[src/rtl/fifo_rd_sched.sv]
// Round-robin read scheduler for a shared, tagged FIFO: grants one flow at a time,
// issues a single read strobe, captures the word and holds it until the consumer accepts.
module fifo_rd_sched #(
  parameter  int WIDTH     = 8,
  parameter  int FLUX      = 2,
  localparam int TAG_WIDTH = $clog2(FLUX)
) (
  input  logic                 ck,
  input  logic                 rst,
  input  logic [FLUX-1:0]      req,
  input  logic [FLUX-1:0]      fifo_empty,
  input  logic [WIDTH-1:0]     fifo_dataout,
  output logic [FLUX-1:0]      fifo_rd,
  output logic [WIDTH-1:0]     out_data,
  output logic [TAG_WIDTH-1:0] out_flux,
  output logic                 out_valid,
  input  logic                 out_ready,
  output logic                 tag_err,
  output logic                 busy
);

  localparam int IW = TAG_WIDTH + 1;
  typedef logic [IW-1:0]        idx_t;
  typedef logic [TAG_WIDTH-1:0] tag_t;
  typedef enum logic [1:0] {IDLE, ISSUE, CAPT, HOLD} state_t;

  state_t          state_q, state_d;
  tag_t            gnt, rr_ptr, srch_gnt;
  logic [FLUX-1:0] elig;
  idx_t            idx;
  logic            any_elig, ld_gnt, capt, adv_rr;

  assign elig = req & ~fifo_empty;

  // Scan downward so the eligible flow closest to rr_ptr is the last one written.
  always_comb begin
    srch_gnt = '0;
    any_elig = 1'b0;
    idx      = '0;
    for (int k = FLUX-1; k >= 0; k--) begin
      idx = idx_t'(rr_ptr) + idx_t'(k);
      if (idx >= idx_t'(FLUX)) idx = idx - idx_t'(FLUX);
      if (elig[idx[TAG_WIDTH-1:0]]) begin
        srch_gnt = idx[TAG_WIDTH-1:0];
        any_elig = 1'b1;
      end
    end
  end

  always_ff @(posedge ck or negedge rst) begin
    if (!rst) state_q <= IDLE;
    else      state_q <= state_d;
  end

  // fifo_rd is decoded from the state so an async reset removes it in the same cycle.
  always_comb begin
    state_d = state_q;
    fifo_rd = '0;
    ld_gnt  = 1'b0;
    capt    = 1'b0;
    adv_rr  = 1'b0;
    case (state_q)
      IDLE:  if (any_elig) begin
               state_d = ISSUE;
               ld_gnt  = 1'b1;
             end
      ISSUE: if (fifo_empty[gnt]) state_d = IDLE;
             else begin
               state_d      = CAPT;
               fifo_rd[gnt] = 1'b1;
             end
      CAPT:  begin
               state_d = HOLD;
               capt    = 1'b1;
             end
      HOLD:  if (out_ready) begin
               state_d = IDLE;
               adv_rr  = 1'b1;
             end
      default: state_d = IDLE;
    endcase
  end

  always_ff @(posedge ck or negedge rst) begin
    if (!rst) begin
      gnt      <= '0;
      rr_ptr   <= '0;
      out_data <= '0;
      out_flux <= '0;
      tag_err  <= 1'b0;
    end else begin
      tag_err <= capt && (fifo_dataout[WIDTH-1 -: TAG_WIDTH] != gnt);
      if (ld_gnt) gnt <= srch_gnt;
      if (capt) begin
        out_data <= fifo_dataout;
        out_flux <= gnt;
      end
      if (adv_rr) rr_ptr <= (gnt == tag_t'(FLUX-1)) ? '0 : gnt + 1'b1;
    end
  end

  assign out_valid = (state_q == HOLD);
  assign busy      = (state_q != IDLE);

endmodule

[config.mk]
export PLATFORM = sky130hd
export DESIGN_NAME = fifo_rd_sched
export DESIGN_NICKNAME = d
export VERILOG_FILES = /design/src/rtl/fifo_rd_sched.sv
export SDC_FILE = /design/constraint.sdc
export NUM_CORES = 1
export LEC_CHECK = 0
export ABC_AREA = 1
export CAP_MARGIN = 20
export CORE_MARGIN = 2
export CORE_UTILIZATION = 35
export DETAILED_ROUTE_END_ITERATION = 8
export HOLD_SLACK_MARGIN = 0.15
export PLACE_DENSITY = 0.82
export REMOVE_ABC_BUFFERS = 1
export SETUP_SLACK_MARGIN = 0.02
export SYNTH_ARGS = -nofsm -noshare
export SYNTH_HDL_FRONTEND = slang
export SYNTH_SLANG_ARGS = --single-unit
[constraint.sdc]
create_clock -name ck -period 1.2 [get_ports ck]
set_clock_uncertainty 0.2 [all_clocks]
set_input_delay 0.24 -clock ck [delete_from_list [all_inputs] [get_ports ck]]
set_output_delay 0.24 -clock ck [all_outputs]
set_load 0.05 [all_outputs]
Word-level counts from Yosys, hierarchy flattened
Cells that the tools add are included.
{"block": "totals", "reg_bits": 14, "in_bits": 15, "output_inout_bits": 14, "word_cells": 55}
{"block": "classes", "add_sub_neg": 4, "n_lt_le_gt_ge": 6, "n_eq_ne": 6, "mux": 26, "bitwise": 2, "n_reduce_logical": 5}
{"operator": "$mux 1", "n": 19}
{"operator": "$mux 2", "n": 5}
{"operator": "$pmux 2 s4", "n": 1}
{"operator": "$lt 1x2->1 const B", "n": 3}
{"operator": "$eq 2x2->1 const B", "n": 2}
{"operator": "$add 1x1->2 const B", "n": 1}
{"operator": "$and 2x2->2", "n": 1}
{"operator": "$eq 2x1->1 const B", "n": 1}
{"operator": "$ge 1x2->1 const B", "n": 1}
{"operator": "$ge 2x2->1 const B", "n": 1}
{"operator": "$logic_and 1x1->1", "n": 2}
{"operator": "$logic_not 2->1", "n": 1}
{"operator": "$ne 2x1->1 const B", "n": 1}
{"operator": "$ne 2x2->1 const B", "n": 1}
{"operator": "$not 2->2", "n": 1}
{"operator": "$reduce_and 2->1", "n": 1}
{"operator": "$reduce_bool 2->1", "n": 1}
{"operator": "$sub 1x1->1 const B", "n": 2}
{"operator": "$add 1x1->1 const B", "n": 1}
{"operator": "$demux 1 s1", "n": 1}
{"operator": "$ge 1x1->1 const B", "n": 1}
{"operator": "$ne 1x1->1", "n": 1}

Logic depth before layout (Yosys ltp)
Gate-level depths: netlist (run 1).
{"block": "logic_depth", "word_depth": 9, "ltp_mapped": 6, "depth_no_buf": 6}

Worst setup path before layout (run 1)
OpenSTA, ideal clock, no wires.
{"block": "synth_path", "path_kind": "register to output", "start": "reg with a tool-made name", "end": "out fifo_rd[0]", "t_arrival_ns": 1.600, "t_required_ns": 0.760, "setup_slack_ns": -0.840, "path_stages_with_launch": 4, "n_path_buf": 0, "cell_sequence": "dfrtp_1 -> inv_2 -> nand2_1 -> nor3_1"}
{"item": "end: declaration", "line_no": "13", "source": "output logic [FLUX-1:0] fifo_rd,"}

==> results of run 1 <==
final cells by class:
| cell class | count | area [µm²] |
|---|---|---|
| clock buffer | 4 | 36.28 |
| fill | 125 | 414.1 |
| timing repair buffer | 42 | 543.0 |
| multi-input combinational | 55 | 292.8 |
| tap | 25 | 31.28 |
| inverter | 7 | 31.28 |
| sequential | 14 | 351.6 |
| timing repair inverter | 1 | 7.507 |
layer usage:
layer / GRT usage (%) / up-vias / routed length, µm
li1: - / 329 / -
met1: 18.98 / 295 / 592
met2: 30.00 / 22 / 893
met3: 7.059 / 0 / 125
met4: 5.143 / 0 / 0
met5: 0 / - / 0
cells by family (layout without fill, tap and decap cells):
group	Yosys count	after routing
simple gates	50	50
compound gates	5	5
flops	14	14
buf+inv	9	54
cells in the final DEF (no fill, tap or decap):
cell             synthesis  final
buf_6                    1      4
o21ai_2                  1      1
nor2_1                   3      1
a21oi_2                  1      1
clkdlybuf4s50_1          0     13
clkbuf_4                 0      3
nor2_4                   1      2
inv_2                    3      3
o21ai_0                  1      1
clkbuf_8                 0      1
dlymetal6s2s_1           0      1
clkinvlp_4               0      1
nand2_2                  0      6
dfrtp_1                 14     13
nor2_2                   0      1
nand2_1                 44     34
nand2_4                  0      4
o21ai_1                  2      2
inv_1                    3      2
buf_4                    0     10
buf_12                   0     14
dfrtp_2                  0      1
nand3b_1                 1      1
inv_4                    0      2
nor3_2                   0      1
worst reg2reg max path: cells and delay by family (launching register included):
kind,cells,cell delay (ns)
buf+inv,2,0.34
flops,1,0.46
simple gates,3,0.34
metrics by stage:
| stage | setup TNS, ns | utilization, % | setup WS, ns | power (mW) |
|---|---|---|---|---|
| final | -4.074 | 75.75 | -0.4172 | 4.041 |
| after global routing | -5.418 | 75.75 | -0.4710 | 4.276 |
| after CTS | -2.934 | 70.18 | -0.4189 | 3.772 |
| after detailed placement | -1.498 | 66.08 | -0.3706 | 3.339 |
| after global placement | -1.313 | 66.08 | -0.3422 | 3.287 |
| after floorplan | -1.596 | - | -0.8396 | 2.017 |
sequential cells by signal, indices dropped and copies added, names as in the netlist, named ones only:
register,count
rr_ptr,1
state_q,1
out_flux,1
out_data,8
gnt,1
tag_err,1
power by group through the flow:
| stage | Combinational, mW | Clock [mW] | Sequential, mW |
|---|---|---|---|
| after floorplan | 0.611 | 0 | 1.41 |
| final | 2.77 | 0.326 | 0.946 |
| after global placement | 2.37 | 0 | 0.914 |
| after global routing | 2.95 | 0.361 | 0.968 |
| after CTS | 2.51 | 0.337 | 0.926 |
| after detailed placement | 2.41 | 0 | 0.926 |
worst paths after layout:
kind / slack [ns] / start / cells past startpoint / endpoint
min in group ck: 0.10 / fifo_empty[1] / 4 / register
min reg2reg: 0.32 / rr_ptr / 2 / rr_ptr
max: -0.42 / register / 5 / fifo_rd[0]
max in group asynchronous: 0.54 / rst / 2 / state_q[0]
min: 0.08 / rst / 2 / out_data[2]
max reg2reg: -0.22 / state_q[0] / 5 / out_data[5]
repair_timing:
action	4_1_cts	5_1_grt
resized for setup	9	19
setup buffers	1	5
endpoints found under the setup margin	26	27
gates cloned	0	1
hold endpoints to repair	14	15
pin swaps	1	4
==> results.py, run 1 <==
metrics = {
    "yosys": {
        "ys.flop_type": "dfrtp_1",
        "synth_compound_area_share_pct": 5.200,
        "ys_top_cells_by_count": "44 x nand2_1, 14 x dfrtp_1, 3 x inv_1, 3 x inv_2, 3 x nor2_1",
        "synthAdderAreaFrac_pct": 0,
        "synth-xor-area-share_pct": 0,
        "avgSynthCellArea_um2": 8.021,
        "synth_edf_count": 0,
        "synth_top_area_cell": "dfrtp_1",
        "synthDominantCellAreaShare_pct": 56.00,
        "ys_ff_latch": 14,
        "synth.area.top_cells": "dfrtp_1 56%, nand2_1 26%, buf_6 1.8%",
        "synth_top_family_by_area": "simple AND/OR/NAND/NOR gates",
        "yosysWarnings": 0,
        "seq_area_frac_synth_pct": 56.00,
        "synthCells": 78,
        "synthSimpleGateAreaFrac_pct": 32.00,
        "synth_most_common_cell": "nand2_1",
        "synth_cell_types": 15,
        "async_reset_ff_share_pct": 100.0,
        "synth.area.mux_share_pct": 0,
        "syn-cell-area_um2": 625.6,
    },
    "clock_network": {
        "cts-root-buf": "clkbuf_4",
        "tritoncts": "yes",
        "clockBufferDepth": 2,
        "h-tree-depth": 1,
        "clk_pin_slew_ns": 0.08,
        "cts_buffers": 3,
        "clk_latency_ns": 0.27,
        "cts.sinks": 14,
    },
    "timing": {
        "fin_ws_ns": -0.4172,
        "final-max-slew-violation-count": 0,
        "finalSetupViolCount": 25,
        "max_slew_margin_pct": 85.39,
        "worst_pin_slew_ns": 0.2186,
        "rsz0062_at_grt": "true",
        "hold_ws_ns": 0.08326,
        "hold_violations": 0,
        "fin_crit_sh_pct": 134.8,
        "min_period_ns": 1.617,
        "fmax_ghz": 0.6183,
    },
    "placement": {
        "placed_cells": 138,
        "place_hpwl_um": 1140,
        "port_buffers": 28,
        "gp_congestion": 0.7300,
        "placed_cell_area_um2": 1129,
    },
    "pwr": {
        "combPwrFrac_pct": 68.5,
        "power_density_nw_per_um2": 3123,
        "p_sw_share_pct": 45.06,
        "leakage_nw": 0.6492,
        "switchingPower_mw": 1.821,
        "pwr-share-seq_pct": 23.4,
        "power_frac_clock_pct": 8.1,
        "vdd_drop_max_mv": 1.594,
        "intPower_mw": 2.220,
    },
    "critical_path": {
        "cp_slowest_stage_delay_ns": 0.40,
        "cpLargestDelayFamily": "flip-flops",
        "crit_fanout": 3,
        "worstSetupEndpointType": "output port",
        "worstSetupPathType": "reg2out",
        "cp_slowest_cell": "dfrtp_1",
        "path_cells": "inv_2, nand2_4, nor3_2, buf_4, buf_12",
        "worstPathArrival_ns": 1.18,
        "cp_num_buf_inv": 3,
        "cp-start-kind": "register",
        "required_ns": 0.76,
    },
    "run": {
        "max_cap_viol_count": 0,
    },
    "detailed_routing": {
        "route.detailed.drc": 0,
        "wl_per_cell_um": 10.89,
        "routed_via_density": 4.365,
        "num_vias": 646,
        "drt-initial-drc-count": 5,
        "firstDrtPassIters": 3,
        "final_antenna_net_count": 0,
        "wirelength_um": 1612,
    },
    "global_route": {
        "grt_antenna_before_repair": 0,
        "grt_pass1_vias": 661,
        "grt_max_degree": 15,
        "grt.total_usage_pct": 17.23,
        "overflow": 0,
        "grt_pass1_wl_um": 2601,
    },
    "floorplan": {
        "die_x_um": 46.28,
        "pin_count": 29,
        "die_area_um2": 2141,
        "rows": 15,
        "fp.dieH_um": 46.28,
        "core_area_um2": 1708,
        "start_util_pct": 36.63,
    },
    "cells_and_area": {
        "syn2layout_area_growth_pct": 106.8,
        "num_antenna_cells": 0,
        "drive_above_1_share_pct": 44.72,
        "stdcell_area_um2": 1294,
        "nNetsFinal": 139,
        "stdcell_count": 148,
    },
    "run_status": {
        "status": "complete, but fails checks",
        "violations": "setup timing",
    },
    "hold_path": {
        "hp-class": "in2async",
    },
}
Power figures use the tool's default switching activity.
==> inputs of run 2 (changes only) <==
CORE_MARGIN = 10   (was 2)
==> run 2 against run 1 <==
The flow still finishes with violations (setup timing). Sequential share of layout area decreased by 0.34 points. Register-to-register slack worse by 0.14 ns. Hold slack got worse by 0.0093 ns. Routed wire length increased by 20%. Via count increased by 2.0%. Combinational power up 5%. Final area up 1.3%. Non-clock buffer count rose by 5. Flip-flop and latch count unchanged. Clock-buffer cell count is the same.
==> results.py, run 2 (synthesized netlist as in run 1, its figures left out) <==
metrics = {
    "timing": {
        "fin_crit_sh_pct": 137.1,
        "hold_violations": 0,
        "worst_pin_slew_ns": 0.2030,
        "fmax_ghz": 0.6078,
        "max_slew_margin_pct": 86.44,
        "finalSetupViolCount": 25,
        "hold_ws_ns": 0.07397,
        "fin_ws_ns": -0.4454,
        "min_period_ns": 1.645,
        "rsz0062_at_grt": "true",
        "final-max-slew-violation-count": 0,
    },
    "clock_network": {
        "h-tree-depth": 1,
        "cts-root-buf": "clkbuf_4",
        "clk_latency_ns": 0.27,
        "cts.sinks": 14,
        "tritoncts": "yes",
        "clockBufferDepth": 2,
        "clk_pin_slew_ns": 0.08,
        "cts_buffers": 3,
    },
    "placement": {
        "place_hpwl_um": 1380,
        "port_buffers": 28,
        "gp_congestion": 0.7452,
        "placed_cells": 138,
    },
    "floorplan": {
        "die_area_um2": 3878,
        "die_x_um": 62.28,
        "fp.dieH_um": 62.28,
        "pin_count": 29,
        "core_area_um2": 1708,
        "start_util_pct": 36.63,
        "rows": 15,
    },
    "critical_path": {
        "worstPathArrival_ns": 1.21,
        "worstSetupEndpointType": "output port",
        "cp-start-kind": "register",
        "reg2regPathDepth": 7,
        "timing.rr.start": "state_q[0]",
        "crit_fanout": 3,
        "worstSetupPathType": "reg2out",
        "reg2reg_setup_slack_ns": -0.36,
        "required_ns": 0.76,
        "r2r_end": "tag_err",
    },
    "hold_path": {
        "hp-class": "in2async",
    },
    "detailed_routing": {
        "drt-initial-drc-count": 12,
        "route.detailed.drc": 0,
        "wl_per_cell_um": 12.68,
        "final_antenna_net_count": 0,
        "routed_via_density": 4.307,
        "wirelength_um": 1940,
        "num_vias": 659,
        "firstDrtPassIters": 3,
    },
    "pwr": {
        "power_density_nw_per_um2": 3175,
        "p_total_mw": 4.160,
        "leakage_nw": 0.6482,
        "vdd_drop_max_mv": 1.733,
    },
    "cells_and_area": {
        "drive_above_1_share_pct": 41.41,
        "top_register": "out_data",
        "final_common_cell": "nand2_1",
        "stdcell_count": 153,
        "mostFrequentLayoutCells": "39 x nand2_1, 16 x buf_12, 14 x clkdlybuf4s50_1, 14 x buf_4, 13 x dfrtp_1",
        "largest_register_ffs": 8,
        "num_antenna_cells": 0,
        "syn2layout_area_growth_pct": 109.4,
        "nNetsFinal": 144,
    },
    "global_route": {
        "grt_pass1_wl_um": 2960,
        "grt_pass1_vias": 659,
        "overflow": 0,
        "grt_max_degree": 15,
        "grt_antenna_before_repair": 0,
        "grt.total_usage_pct": 9.301,
    },
    "run_status": {
        "status": "complete, but fails checks",
        "violations": "setup timing",
    },
    "run": {
        "max_cap_viol_count": 0,
    },
}
## run 2: cell types whose count changed in the layout (fill, tap and decap cells not counted), moves of 2 or more
cell | before | now
nand2_4 | 4 | 0
nand2_1 | 34 | 39
buf_12 | 14 | 16
buf_4 | 10 | 14
## run 2: repair_timing
item,4_1_cts,5_1_grt
pin swaps,1,2
cloned,1,0
gates resized for setup,8,7
setup buffers,3,7
endpoints found under the setup margin,26,27
hold endpoints to repair,14,14
## run 2: area by class of cell
class                   count  area [µm²]
fillers                   113       397.9
well taps                  25       31.28
clock buffers               4       36.28
inverters                   7       31.28
multi-input cells          55       252.7
repair buffers             47       599.3
flip-flops and latches     14       351.6
repair inverters            1       7.507
## run 2: worst max path at each step
stage / startpoint / end / slack (ns) / cells after the start
after global routing: register / fifo_rd[0] / -0.52 / 5
after detailed placement: fifo_empty[1] / fifo_rd[1] / -0.37 / 5
final: register / fifo_rd[0] / -0.45 / 5
after floorplan: register / fifo_rd[0] / -0.84 / 3
after global placement: fifo_empty[1] / fifo_rd[1] / -0.34 / 5
after CTS: register / fifo_rd[0] / -0.44 / 5
## run 2: per-stage QoR
stage               util, %  TNS (ns)  area (µm²)  worst slack, ns
CTS                   72.09    -5.110        1231          -0.4375
detailed placement    66.81    -1.735        1141          -0.3746
finish                76.70    -5.641        1310          -0.4454
floorplan                 -    -1.596       609.3          -0.8396
global placement      66.81    -1.368        1141          -0.3404
global route          76.70    -6.885        1310          -0.5158
## run 2: power by group
part	leakage [nW]	switching [mW]	internal (mW)
registers	0.172	0.233	0.703
clock network	0.0210	0.143	0.184
logic	0.455	1.44	1.46
total	0.648	1.81	2.35
## run 2: critical path: stages (launching register included)
cell and delay [ns]:
dfrtp_1 0.40, inv_2 0.09, nand2_2 0.08, nor3_2 0.10, buf_4 0.14, buf_12 0.12
## run 2: routing by layer
| metal | wire [µm] | vias up | share of wire (%) | GRT usage (%) |
|---|---|---|---|---|
| met3 | 138 | 3 | 7.1 | 4.839 |
| met4 | 8 | 0 | 0.41 | 2.514 |
| met1 | 805 | 298 | 41 | 10.49 |
| li1 | - | 334 | - | - |
| met2 | 987 | 24 | 51 | 15.00 |
| met5 | 0 | - | 0 | 0 |
==> RTL edit (config.mk and constraints of run 1) <==
The output `tag_err` loses its register stage (`tag_err` becomes a continuous assignment).
--- a/src/rtl/fifo_rd_sched.sv
+++ b/src/rtl/fifo_rd_sched.sv
@@ -87,9 +87,7 @@
       rr_ptr   <= '0;
       out_data <= '0;
       out_flux <= '0;
-      tag_err  <= 1'b0;
     end else begin
-      tag_err <= capt && (fifo_dataout[WIDTH-1 -: TAG_WIDTH] != gnt);
       if (ld_gnt) gnt <= srch_gnt;
       if (capt) begin
         out_data <= fifo_dataout;
@@ -99,6 +97,8 @@
     end
   end
 
+  assign tag_err = capt && (fifo_dataout[WIDTH-1 -: TAG_WIDTH] != gnt);
+
   assign out_valid = (state_q == HOLD);
   assign busy      = (state_q != IDLE);
 
Formal check against the unedited RTL: not equivalent (Yosys sat finds a counterexample within 4 cycles, from zero or initial values and one cycle with rst low).
==> RTL edit against run 1 <==
The flow still finishes with violations (setup timing); synthesized cell count down 1.3%; wire length up 14%; total power down 2.2%; synthesized area down 3.6%; global-route usage up 2.0 points; setup slack worse by 78 ps; final area down 3.7%; sequential cell count down 1; non-clock buffer count up 1; clock power down 17%; critical endpoint is now tag_err.
==> RTL edit: results (changes against run 1) <==
stage;metric;value;unit;change
run_status;status;finished, violations left;;
run_status;failing checks;setup timing;;
sta;# setup viols final;25;;unchanged
grt;maximum number of pins on one net before global-route repair;14;;-1
logic_synthesis;top post-synthesis cells by count;nand2_1 (44), dfrtp_1 (13), inv_1 (4);;
routing;WL per Instance;13.4;um;+23%
clocking;clock latency on the worst-skew pair;280;ps;
hold_path;hold crit path type;input pin to asynchronous set/reset pin;;
cells_and_area;Nets;138;;-0.72%
grt;initial antenna violation count;0;;unchanged
clocking;postcts setup bufs;5;;+4
grt;first-pass GRT wire length;2.79;mm;+7.4%
placed_design;port bufs;28;;unchanged
cells_and_area;multi-input combinational area share;0.229;;+0.00261
routing;DRT Pass-1 Iters;2;;-1
sta;Max-slew headroom;0.860;;+0.00599
grt;GR Util All Layers;0.193;;+0.0202
power_and_ir_drop;leak pwr;0.000622;uW;-4.1%
logic_synthesis;most common cell in the synthesized netlist;nand2_1;;
power_and_ir_drop;VDD IR max;2.01;mV;+26%
cells_and_area;count of multi-input gates;55;;unchanged
routing;Iter 0 DRT Violations;5;;unchanged
clocking;Longest Clk Path Bufs;2;;unchanged
critical_path;worst-path fanout max;2;;-1
cells_and_area;layout cell share with drive strength beyond 1;0.434;;-0.0127
clocking;clock buffer count from CTS;3;;unchanged
cells_and_area;Inverters;7;;-1
grt;vias in the first global route;676;;+2.3%
logic_synthesis;Synth cell types;15;;unchanged
logic_synthesis;Post-synth ARST share;1.00;;unchanged
clocking;Clk pin slew, worst setup/hold paths;80;ps;about the same
cells_and_area;nonclk buf count;43;;+2.4%
cells_and_area;FF/Latch Area;328;um^2;-6.8%
sta;PnR worst setup slack;-495;ps;-77.8 ps
placed_design;Final HPWL DP;1.21;mm;+6.1%
routing;mean number of vias per cell;4.78;;+9.6%
logic_synthesis;Most used DFF post-synth;dfrtp_1;;
critical_path;Worst EP arrival;1250;ps;+70 ps
clocking;post-CTS sizing;17;;+8
cells_and_area;signal buffers share of area;0.446;;+0.0261
cells_and_area;Final clock-cell share;0.0221;;-0.00596
logic_synthesis;register area share after synthesis;0.539;;-0.0206
clocking;clock sinks;13;;-1
logic_synthesis;Synth area leaders;dfrtp_1 (54%), nand2_1 (27%), inv_1 (2.5%), buf_6 (1.9%), nor2_1 (1.9%);;
cells_and_area;fillers;98;;-22%
placed_design;Placer Congestion;0.825;;+13%
## RTL edit: cell types whose count changed after synthesis, sizes merged
cell,before,now
dfrtp,14,13
## RTL edit: final timing paths
kind | startpoint | depth (start not counted) | slack, ps | endpoint
max in group asynchronous | rst | 2 | 550 | gnt
hold / removal | rst | 2 | 80 | out_data[4]
hold reg to reg | rr_ptr | 2 | 320 | rr_ptr
setup reg to reg | state_q[0] | 8 | -260 | gnt
min in group ck | fifo_empty[1] | 4 | 90 | flip-flop
setup / recovery | flip-flop | 5 | -490 | tag_err
## RTL edit: critical path, cell delays in order (launching register included)
cell and delay (ps):
dfrtp_1 390, inv_2 80, nor2_4 120, o21ai_2 70, a21oi_2 160, buf_12 160
## RTL edit: cells by family (layout without fill, tap and decap cells)
group,after synthesis,in the layout,synth area share
flip-flops,13,13,0.539
buffers and inverters,9,54,0.0747
AO/OA/AOI/OAI,5,5,0.0539
AND/OR/NAND/NOR,50,50,0.332
## RTL edit: metrics by stage
step                      setup TNS [ps]  instances  setup slack, ps  utilization  area, um^2
final                              -4000        138             -495        0.799        1250
after global routing               -5040        138             -539        0.799        1250
after CTS                          -3650        134             -504        0.766        1190
after detailed placement           -2680        126             -421        0.691        1080
after global placement             -2140        126             -378        0.691        1080
after floorplan                    -2210         75             -836            -         584
## RTL edit: per-layer routing
metal	routed length, um	global-route usage
met5	0	0
met4	0	0.0882
met1	698	0.209
met2	1040	0.349
met3	102	0.0437
## RTL edit: report_power, final
part / leakage, uW / internal [uW] / switching (uW)
Combinational: 0.000447 / 1330 / 1430
Sequential: 0.000158 / 660 / 255
Clock: 0.0000177 / 124 / 149
Total: 0.000622 / 2120 / 1830
